## config.mk

```make
export PLATFORM = sky130hd
export DESIGN_NAME = uart_rx_fsm
export DESIGN_NICKNAME = d
export VERILOG_FILES = /design/src/rtl/uart_rx_fsm.sv
export SDC_FILE = /design/constraint.sdc
export NUM_CORES = 1
export LEC_CHECK = 0
export ABC_AREA = 1
export BUFFER_PORTS_ARGS = -buffer_cell sky130_fd_sc_hd__clkbuf_2
export CORE_MARGIN = 2
export CORE_UTILIZATION = 45
export DETAILED_ROUTE_END_ITERATION = 8
export GPL_TIMING_DRIVEN = 0
export PLACE_DENSITY = 0.68
export SLEW_MARGIN = 20
export SYNTH_ARGS = -nofsm -noshare
export SYNTH_HDL_FRONTEND = slang
export SYNTH_SLANG_ARGS = --single-unit
```

## constraint.sdc

```tcl
create_clock -name clk -period 1.6 [get_ports clk]
set_clock_uncertainty 0.1 [all_clocks]
set_input_delay 0.4 -clock clk [delete_from_list [all_inputs] [get_ports clk]]
set_output_delay 0.4 -clock clk [all_outputs]
set_load 0.05 [all_outputs]
```

## src/rtl/uart_rx_fsm.sv

```systemverilog
// uart_rx_fsm: UART receiver with 16x oversampled bit recovery and valid/ready output.
//   clk, arst_n                 clock, asynchronous active-low reset
//   baud_div                    one sample tick every baud_div+1 clocks
//   num_data, parity, stop_2    frame format: 5+num_data bits, even parity, two stop bits
//   rxd                         serial input, idle high, asynchronous to clk
//   rx_data, rx_valid, rx_ready received character and its handshake
//   parity_err, frame_err       error flags for the presented character
//   overrun                     one-clock pulse when a completed frame is dropped
//   busy                        receiver is inside a frame
// Define UART_RX_MAJORITY_EN to decide each bit by a 2-of-3 majority of the last three ticks.
module uart_rx_fsm #(
    parameter int OVERSAMPLE = 16,
    parameter int DIV_W      = 16
) (
    input  logic             clk,
    input  logic             arst_n,
    input  logic [DIV_W-1:0] baud_div,
    input  logic [1:0]       num_data,
    input  logic             parity,
    input  logic             stop_2,
    input  logic             rxd,
    output logic [7:0]       rx_data,
    output logic             rx_valid,
    input  logic             rx_ready,
    output logic             parity_err,
    output logic             frame_err,
    output logic             overrun,
    output logic             busy
);
    localparam logic [3:0] MID  = 4'(OVERSAMPLE / 2 - 1);
    localparam logic [3:0] LAST = 4'(OVERSAMPLE - 1);

    typedef enum logic [2:0] {IDLE, START, DATA, PARITY, STOP_1, STOP_2} state_t;

    state_t           state;
    logic [2:0]       sync;
    logic [DIV_W-1:0] div_cnt;
    logic [3:0]       phase;
    logic [2:0]       bit_cnt;
    logic [7:0]       shreg;
    logic [1:0]       cfg_nd;
    logic             cfg_par;
    logic             cfg_stop2;
    logic             perr;
    logic             ferr;
    logic             cmp;
    logic             tick;
    logic             fall;
    logic             mid;
    logic             bit_v;

    assign tick = div_cnt == baud_div;
    assign fall = sync[2] & ~sync[1];
    assign mid  = tick && phase == LAST;
    assign busy = state != IDLE;

`ifdef UART_RX_MAJORITY_EN
    // Samples from the two ticks preceding the decision tick.
    logic [1:0] smp;
    assign bit_v = (smp[1] & smp[0]) | (smp[1] & sync[1]) | (smp[0] & sync[1]);
`else
    assign bit_v = sync[1];
`endif

    always_ff @(posedge clk or negedge arst_n) begin
        if (!arst_n) begin
            state      <= IDLE;
            sync       <= 3'b111;
            div_cnt    <= '0;
            phase      <= '0;
            bit_cnt    <= '0;
            shreg      <= '0;
            cfg_nd     <= '0;
            cfg_par    <= 1'b0;
            cfg_stop2  <= 1'b0;
            perr       <= 1'b0;
            ferr       <= 1'b0;
            cmp        <= 1'b0;
            rx_data    <= '0;
            rx_valid   <= 1'b0;
            parity_err <= 1'b0;
            frame_err  <= 1'b0;
            overrun    <= 1'b0;
`ifdef UART_RX_MAJORITY_EN
            smp        <= '0;
`endif
        end else begin
            sync    <= {sync[1:0], rxd};
            overrun <= 1'b0;
            cmp     <= 1'b0;
            div_cnt <= tick ? '0 : div_cnt + 1'b1;
            if (tick)
                phase <= phase + 1'b1;
`ifdef UART_RX_MAJORITY_EN
            if (tick)
                smp <= {smp[0], sync[1]};
`endif
            // A completion may land in the same cycle as a handshake; new data wins.
            if (cmp) begin
                if (!rx_valid || rx_ready) begin
                    rx_data    <= shreg;
                    parity_err <= perr;
                    frame_err  <= ferr;
                    rx_valid   <= 1'b1;
                end else begin
                    overrun <= 1'b1;
                end
            end else if (rx_ready) begin
                rx_valid <= 1'b0;
            end
            case (state)
                IDLE: if (fall) begin
                    state   <= START;
                    div_cnt <= '0;
                    phase   <= '0;
                end
                START: if (tick && phase == MID) begin
                    if (bit_v) begin
                        state <= IDLE;
                    end else begin
                        state     <= DATA;
                        phase     <= '0;
                        bit_cnt   <= '0;
                        shreg     <= '0;
                        perr      <= 1'b0;
                        ferr      <= 1'b0;
                        cfg_nd    <= num_data;
                        cfg_par   <= parity;
                        cfg_stop2 <= stop_2;
                    end
                end
                DATA: if (mid) begin
                    shreg[bit_cnt] <= bit_v;
                    bit_cnt        <= bit_cnt + 1'b1;
                    if (bit_cnt == 3'd4 + {1'b0, cfg_nd})
                        state <= cfg_par ? PARITY : STOP_1;
                end
                PARITY: if (mid) begin
                    perr  <= (^shreg) ^ bit_v;
                    state <= STOP_1;
                end
                STOP_1: if (mid) begin
                    ferr  <= ferr | ~bit_v;
                    state <= cfg_stop2 ? STOP_2 : IDLE;
                    cmp   <= ~cfg_stop2;
                end
                STOP_2: if (mid) begin
                    ferr  <= ferr | ~bit_v;
                    state <= IDLE;
                    cmp   <= 1'b1;
                end
                default: state <= IDLE;
            endcase
        end
    end
endmodule

```

==> flow_summary.json, run 1 <==
{
  "power_leakage_uw": 0.002175,
  "ratio_of_routed_vias_to_standard_cells": 4.958,
  "netlist_area_sq_um": 3242,
  "detailedRoute.firstPassIterationCount": 4,
  "htreeDepth": 2,
  "setup.worst_path.start_class": "flip-flop",
  "crit_path_leading_delay_family": "simple AND/OR/NAND/NOR gates",
  "die_height_microns": 88.88,
  "postSynth.asyncResetShare_pct": 100.0,
  "floorplan.core_area_sq_um": 6869,
  "cts.root.buffer_cell": "sky130_fd_sc_hd__clkbuf_8",
  "io_buffers": 36,
  "highest_count_cells_in_the_layout_ignoring_fill_and_taps": "sky130_fd_sc_hd__nand2_1 (123), sky130_fd_sc_hd__dfrtp_1 (46), sky130_fd_sc_hd__inv_1 (42)",
  "overall_routed_net_length_microns": 7538,
  "cells_traversed_along_the_worst_timing_path": "nand2_1, nand2_1, nor2_2, nand2_2, nor2_8, nand3_4, nand2_8, nand2_4, nor2_4, buf_6, buf_8, nand3_2, nand2_1",
  "vias": 2985,
  "grt_antenna_before_repair": 0,
  "final_common_cell": "sky130_fd_sc_hd__nand2_1",
  "min_period_ns": 1.938,
  "failed_checks": "negative setup slack",
  "floorplan.die.width_microns": 88.88,
  "end_kind": "flip-flop",
  "slowest_stage": "sky130_fd_sc_hd__dfrtp_1",
  "syn2layout_area_growth_pct": 29.14,
  "grt_pass1_vias": 2760,
  "clk_transition_reported_paths_ns": 0.10,
  "fin_hold_viols": 0,
  "max-clock-path-buffers": 2,
  "fin_worst_hold_slack_ns": 0.06018,
  "hold_class": "primary input to flip-flop",
  "cellPowerDensity_nw_per_um2": 1050,
  "wl_per_cell_microns": 12.52,
  "hpwlAfterDp_microns": 4940,
  "result_of_the_run": "finished with violations",
  "timing.slew.headroom_pct": 67.68,
  "number_of_nets_in_the_layout": 532,
  "ios": 37,
  "finalSetupViolations": 42,
  "setup_slack_ns": -0.3379,
  "dr.first_iter.drc_count": 117,
  "clock_latency_reported_for_the_late_side_of_the_worst_skew_pair_ns": 0.31,
  "yosysWarnings": 0,
  "critical_path_arrival_ns": 2.09,
  "unrepaired_setup_endpoints_after_global_routing": "true",
  "timing.final.max_slew_violations": 0,
  "avgSynthCellArea_sq_um": 7.610,
  "grt_start_max_net_pins": 36,
  "syn-num-nets": 453,
  "drc": 0,
  "path_common_cell": "sky130_fd_sc_hd__nand2_1",
  "critPathMaxStageDelay_ns": 0.45,
  "floorplan.die_area_sq_um": 7899,
  "initial_core_util_pct": 47.19,
  "global_route_wire_length_before_repair_microns": 12430,
  "num_antenna_cells": 0,
  "maxCapViolCount": 0,
  "cp.buffers_inverters": 2,
  "synthCells": 426,
  "final_min_period_over_clock_period_pct": 121.1,
  "cts.sink_count": 56,
  "vdd_drop_max_mv": 0.5821,
  "least_margin_pin_slew_ns": 0.4848,
  "post_route_cells_drive_above_1_share_pct": 35.97,
  "critical_path.max_fanout": 5,
  "gp_routability_congestion": 0.8320,
  "globalRoute.totalOverflow": 0,
  "synthDistinctLibCells": 34,
  "drtAntennaViolNets": 0,
  "synth-seq-area-share_pct": 43.34,
  "numCtsBuffers": 5,
  "floorplan.rows": 30,
  "grt_usage_pct": 19.82,
  "ys_seq_elements": 56,
  "clock.fmax_mhz": 516.0,
  "crit_required_ns": 1.76,
  "synth_edf_count": 0,
  "ys.flop_type": "sky130_fd_sc_hd__dfrtp_1",
  "layout.filler_cells": 621,
  "total_power_uw": 4394,
  "tritoncts_clock_tree": "built",
  "timing_worst_setup_path_type": "flip-flop to flip-flop"
}
## cell type report
class	count	area [sq um]	share of cell area [%]
multi-input cells	305	1782	42.56
repair buffers	72	496.7	11.86
plain buffers	8	55.05	1.315
well taps	96	120.1	2.869
clock inverters	1	7.507	0.1793
flip-flops and latches	56	1414	33.77
clock buffers	7	86.33	2.062
inverters	57	225.2	5.380
## stage by stage
| stage | area (sq um) | cells | worst slack (ns) | util [%] | TNS (ns) |
|---|---|---|---|---|---|
| 2_1_floorplan | 3261 | 426 | -0.1303 | - | -1.626 |
| 3_3_place_gp | 3561 | 558 | -0.4131 | 51.84 | -20.35 |
| 3_5_place_dp | 3583 | 559 | -0.4357 | 52.17 | -11.26 |
| 4_1_cts | 4019 | 594 | -0.2844 | 58.51 | -6.660 |
| 5_1_grt | 4187 | 602 | -0.4305 | 60.95 | -12.29 |
| 6_report | 4187 | 602 | -0.3379 | 60.95 | -9.123 |
## worst register-to-register path, cell delays in order (launching register included)
cell	delay, ns
sky130_fd_sc_hd__dfrtp_1	0.45
sky130_fd_sc_hd__nand2_1	0.11
sky130_fd_sc_hd__nand2_1	0.07
sky130_fd_sc_hd__nor2_2	0.15
sky130_fd_sc_hd__nand2_2	0.11
sky130_fd_sc_hd__nor2_8	0.14
sky130_fd_sc_hd__nand3_4	0.11
sky130_fd_sc_hd__nand2_8	0.09
sky130_fd_sc_hd__nand2_4	0.05
sky130_fd_sc_hd__nor2_4	0.13
sky130_fd_sc_hd__buf_6	0.12
sky130_fd_sc_hd__buf_8	0.11
sky130_fd_sc_hd__nand3_2	0.06
sky130_fd_sc_hd__nand2_1	0.06
## per-layer routing
layer	track usage, %	vias to the layer above	part of all wire (%)
met2	33.31	69	48
met3	3.172	12	5.3
met1	26.75	1398	45
met5	0	-	0
li1	-	1506	-
met4	5.096	0	1.6
## final timing paths
path | start | endpoint | slack [ns] | depth (start not counted)
min reg2reg | sync[0] | sync[1] | 0.26 | 0
max reg2reg | div_cnt[9] | shreg[6] | -0.34 | 13
max in group asynchronous | arst_n | rx_valid | 0.46 | 3
min | rxd | sync[0] | 0.06 | 1
min in group asynchronous | arst_n | cfg_nd[1] | 0.44 | 2
max | div_cnt[9] | shreg[6] | -0.34 | 13
## logic make-up (layout without fill, tap and decap cells)
kind of cell	after synthesis	in the layout	share of synthesized area, %
and+or+nand+nor	254	254	36.05
buffers and inverters	65	145	8.066
DFF	56	56	43.34
AOI/OAI and AO/OA	24	24	4.207
xor gates and xnor gates	15	15	4.053
muxes	9	9	3.126
adders and majority gates	3	3	1.158
## cells in the mapped netlist (2+ instances only)
library cell,number,area [sq um]
sky130_fd_sc_hd__a211oi_1,2,15.01
sky130_fd_sc_hd__a21oi_1,8,40.04
sky130_fd_sc_hd__buf_2,2,10.01
sky130_fd_sc_hd__clkbuf_1,4,15.01
sky130_fd_sc_hd__dfrtp_1,53,1326
sky130_fd_sc_hd__dfstp_2,3,78.83
sky130_fd_sc_hd__ha_1,3,37.54
sky130_fd_sc_hd__inv_1,48,180.2
sky130_fd_sc_hd__inv_2,9,33.78
sky130_fd_sc_hd__mux2_2,9,101.4
sky130_fd_sc_hd__nand2_1,140,525.5
sky130_fd_sc_hd__nand2_2,5,31.28
sky130_fd_sc_hd__nand2_4,2,22.52
sky130_fd_sc_hd__nand3_1,16,80.08
sky130_fd_sc_hd__nand3_2,8,80.08
sky130_fd_sc_hd__nand4_1,14,87.58
sky130_fd_sc_hd__nor2_1,47,176.4
sky130_fd_sc_hd__nor2_8,2,40.04
sky130_fd_sc_hd__nor3_1,14,70.07
sky130_fd_sc_hd__o211ai_1,2,15.01
sky130_fd_sc_hd__o21ai_0,8,40.04
sky130_fd_sc_hd__o21ai_1,2,10.01
sky130_fd_sc_hd__xnor2_1,6,52.55
sky130_fd_sc_hd__xor2_1,9,78.83
## report_power, final
| part | switching [uW] | internal (uW) | total (uW) |
|---|---|---|---|
| clock network | 474 | 353 | 827 |
| logic | 1100 | 713 | 1810 |
| registers | 184 | 1570 | 1750 |
## state kept, by name, summed over array words and instances (netlist names), 2 cells and up
| register | flops |
|---|---|
| phase | 4 |
| rx_data | 8 |
| cfg_nd | 2 |
| state | 3 |
| shreg | 8 |
| bit_cnt | 3 |
| sync | 3 |
| div_cnt | 16 |
## what timing repair did
action / in CTS / in global routing
hold buffers: 1 / 0
gates cloned: 1 / 0
buffers inserted: 25 / 10
resized for setup: 34 / 43
hold endpoints to repair: 18 / 0
endpoints found under the setup margin: 42 / 42
pin swaps: 19 / 21
(Power assumes the default switching activity.)
==> inputs of run 2 (changes only) <==
- BUFFER_PORTS_ARGS: -buffer_cell sky130_fd_sc_hd__clkbuf_2 -> default
- CORE_MARGIN: 2 -> 3
- DONT_BUFFER_PORTS: default -> 1
- PLACE_DENSITY: 0.68 -> 0.63
==> run 2 against run 1 <==
Effect of this change: the flow finishes with violations (negative hold slack, negative setup slack); wire length shrank 3.4%; critical path type unchanged; non-clock buffer count shrank 27; total power up 5.4%; largest power group unchanged; sequential power about the same; maximum frequency rose by 1.3%; setup slack gained 0.024 ns; via count fell by 5.0%; global-route usage fell by 1.6 points.
==> flow_summary.json, run 2 (synthesized netlist as in run 1, its figures left out) <==
{
  "drtAntennaViolNets": 0,
  "regArea_sq_um": 1411,
  "largest_registers": "div_cnt: 16 flops, rx_data: 8 flops, shreg: 8 flops",
  "largest_reg_flops": 16,
  "hpwlAfterDp_microns": 4691,
  "clock_latency_reported_for_the_late_side_of_the_worst_skew_pair_ns": 0.31,
  "cts_hold_buf": 1,
  "grt_pass1_vias": 2718,
  "regToRegSetupSlack_ns": -0.31,
  "post_route_cells_drive_above_1_share_pct": 30.48,
  "critical_path_arrival_ns": 2.06,
  "multiInputGateArea_sq_um": 1797,
  "number_of_nets_in_the_layout": 505,
  "final_cells": 575,
  "syn2layout_area_growth_pct": 27.02,
  "dr.first_iter.drc_count": 107,
  "cts.root.buffer_cell": "sky130_fd_sc_hd__clkbuf_8",
  "internal-power_uw": 2897,
  "ios": 37,
  "floorplan.die_area_sq_um": 8258,
  "tritoncts_clock_tree": "built",
  "cellPowerDensity_nw_per_um2": 1125,
  "timing.final.max_slew_violations": 0,
  "sw_frac_of_total_pct": 37.46,
  "crit_required_ns": 1.75,
  "initial_core_util_pct": 46.94,
  "end_point_of_the_critical_path": "shreg[5]",
  "numCtsBuffers": 5,
  "fin_worst_hold_slack_ns": -0.3348,
  "final_common_cell": "sky130_fd_sc_hd__nand2_1",
  "startpoint": "div_cnt[0]",
  "least_margin_pin_slew_ns": 0.4868,
  "maxCapViolCount": 0,
  "floorplan.die.width_microns": 90.88,
  "failed_checks": "negative hold slack, negative setup slack",
  "ratio_of_routed_vias_to_standard_cells": 4.934,
  "drc": 0,
  "timing_worst_setup_path_type": "flip-flop to flip-flop",
  "grt_usage_pct": 18.20,
  "setup.worst_path.start_class": "flip-flop",
  "vias": 2837,
  "worstRegToRegCells": 14,
  "globalRoute.totalOverflow": 0,
  "layout.filler_cells": 624,
  "result_of_the_run": "finished with violations",
  "die_height_microns": 90.88,
  "gp_routability_congestion": 0.8659,
  "overall_routed_net_length_microns": 7279,
  "unrepaired_setup_endpoints_after_global_routing": "true",
  "critical_path.max_fanout": 5,
  "cts.sink_count": 56,
  "dp_slack_ns": -0.4285,
  "num_antenna_cells": 0,
  "pwr-share-clk_pct": 23.5,
  "vdd_drop_max_mv": 0.6635,
  "timing.rr.end": "shreg[5]",
  "finalSetupViolations": 42,
  "min_period_ns": 1.914,
  "end_kind": "flip-flop",
  "fin_hold_viols": 56,
  "clock.fmax_mhz": 522.5,
  "critical_path.reg2reg.startpoint": "div_cnt[0]",
  "floorplan.core_area_sq_um": 6907,
  "io_buffers": 0,
  "final_min_period_over_clock_period_pct": 119.6,
  "detailedRoute.firstPassIterationCount": 4,
  "power.share.combinational_pct": 38.4,
  "largest_register": "div_cnt",
  "wl_per_cell_microns": 12.66,
  "power_leakage_uw": 0.002090,
  "placedCellCount": 522,
  "hold_class": "primary input to async pin",
  "clk_transition_reported_paths_ns": 0.10,
  "timing.slew.headroom_pct": 67.55,
  "htreeDepth": 2,
  "total_switching_power_uw": 1736,
  "total_power_uw": 4633,
  "highest_count_cells_in_the_layout_ignoring_fill_and_taps": "sky130_fd_sc_hd__nand2_1 (126), sky130_fd_sc_hd__dfrtp_1 (48), sky130_fd_sc_hd__inv_1 (41)",
  "global_route_wire_length_before_repair_microns": 12440,
  "floorplan.rows": 30,
  "grt_start_max_net_pins": 57,
  "share_seq_of_total_power_pct": 38.1,
  "max-clock-path-buffers": 2,
  "setup_slack_ns": -0.3139,
  "grt_antenna_before_repair": 0
}
==> run 2: power by group through the flow <==
stage | Combinational (uW) | Clock (uW) | Sequential, uW
2_1_floorplan | 1070 | 0 | 1720
3_3_place_gp | 1250 | 0 | 1760
3_5_place_dp | 1270 | 0 | 1770
4_1_cts | 1620 | 1120 | 1740
5_1_grt | 1990 | 1170 | 1790
6_report | 1780 | 1090 | 1770
==> run 2: repair_timing <==
| action | 4_1_cts | 5_1_grt |
|---|---|---|
| pin swaps | 30 | 24 |
| endpoints found under the setup margin | 45 | 50 |
| resized for setup | 34 | 46 |
| buffers inserted | 39 | 7 |
| gates cloned | 1 | 0 |
| endpoints found under the hold margin | 57 | 56 |
==> run 2: worst max-delay path, cell delays in order, from the launching register on <==
cell and delay, ns:
sky130_fd_sc_hd__dfrtp_1 0.44, sky130_fd_sc_hd__buf_6 0.14, sky130_fd_sc_hd__nand2_4 0.05, sky130_fd_sc_hd__nand2_4 0.05
sky130_fd_sc_hd__nor2_4 0.13, sky130_fd_sc_hd__nand2_4 0.08, sky130_fd_sc_hd__nor2_8 0.15, sky130_fd_sc_hd__nand3_4 0.13
sky130_fd_sc_hd__nand2_8 0.09, sky130_fd_sc_hd__nand2_4 0.05, sky130_fd_sc_hd__nor2_4 0.10, sky130_fd_sc_hd__buf_6 0.12
sky130_fd_sc_hd__buf_8 0.11, sky130_fd_sc_hd__nand3_2 0.05, sky130_fd_sc_hd__nand2_1 0.06
==> run 2: worst min-delay path by stage <==
| stage | from | endpoint | slack (ns) | depth (start not counted) |
|---|---|---|---|---|
| finish | arst_n | rx_data[4] | -0.33 | 0 |
| CTS | arst_n | rx_valid | -0.35 | 0 |
| global route | arst_n | rx_valid | -0.36 | 0 |
| floorplan | arst_n | bit_cnt[0] | 0.004 | 0 |
| global placement | arst_n | rx_data[4] | 0.006 | 0 |
| detailed placement | arst_n | rx_data[5] | 0.006 | 0 |
==> run 2: routing by layer <==
layer  share of wire, %  global-route usage, %
met4                1.2                  4.899
met3                4.2                  4.000
met2                 47                  28.72
met1                 48                  25.30
met5                  0                      0
==> run 2: area by class of cell <==
type	instances	area share [%]
inverters	57	5.469
multi-input cells	305	43.63
repair buffers	46	9.359
well taps	96	2.917
clock buffers	6	1.762
flip-flops and latches	56	34.28
plain buffers	7	1.124
clock inverters	2	1.459
==> run 2: metrics by stage <==
step	instance area, sq um	utilization [%]	TNS [ns]	hold slack [ns]
6_report	4118	59.62	-8.190	-0.3348
5_1_grt	4118	59.62	-13.47	-0.3576
4_1_cts	3931	56.92	-6.696	-0.3496
3_5_place_dp	3381	48.95	-11.07	0.005642
3_3_place_gp	3381	48.95	-10.09	0.005700
2_1_floorplan	3261	-	-1.626	0.004409
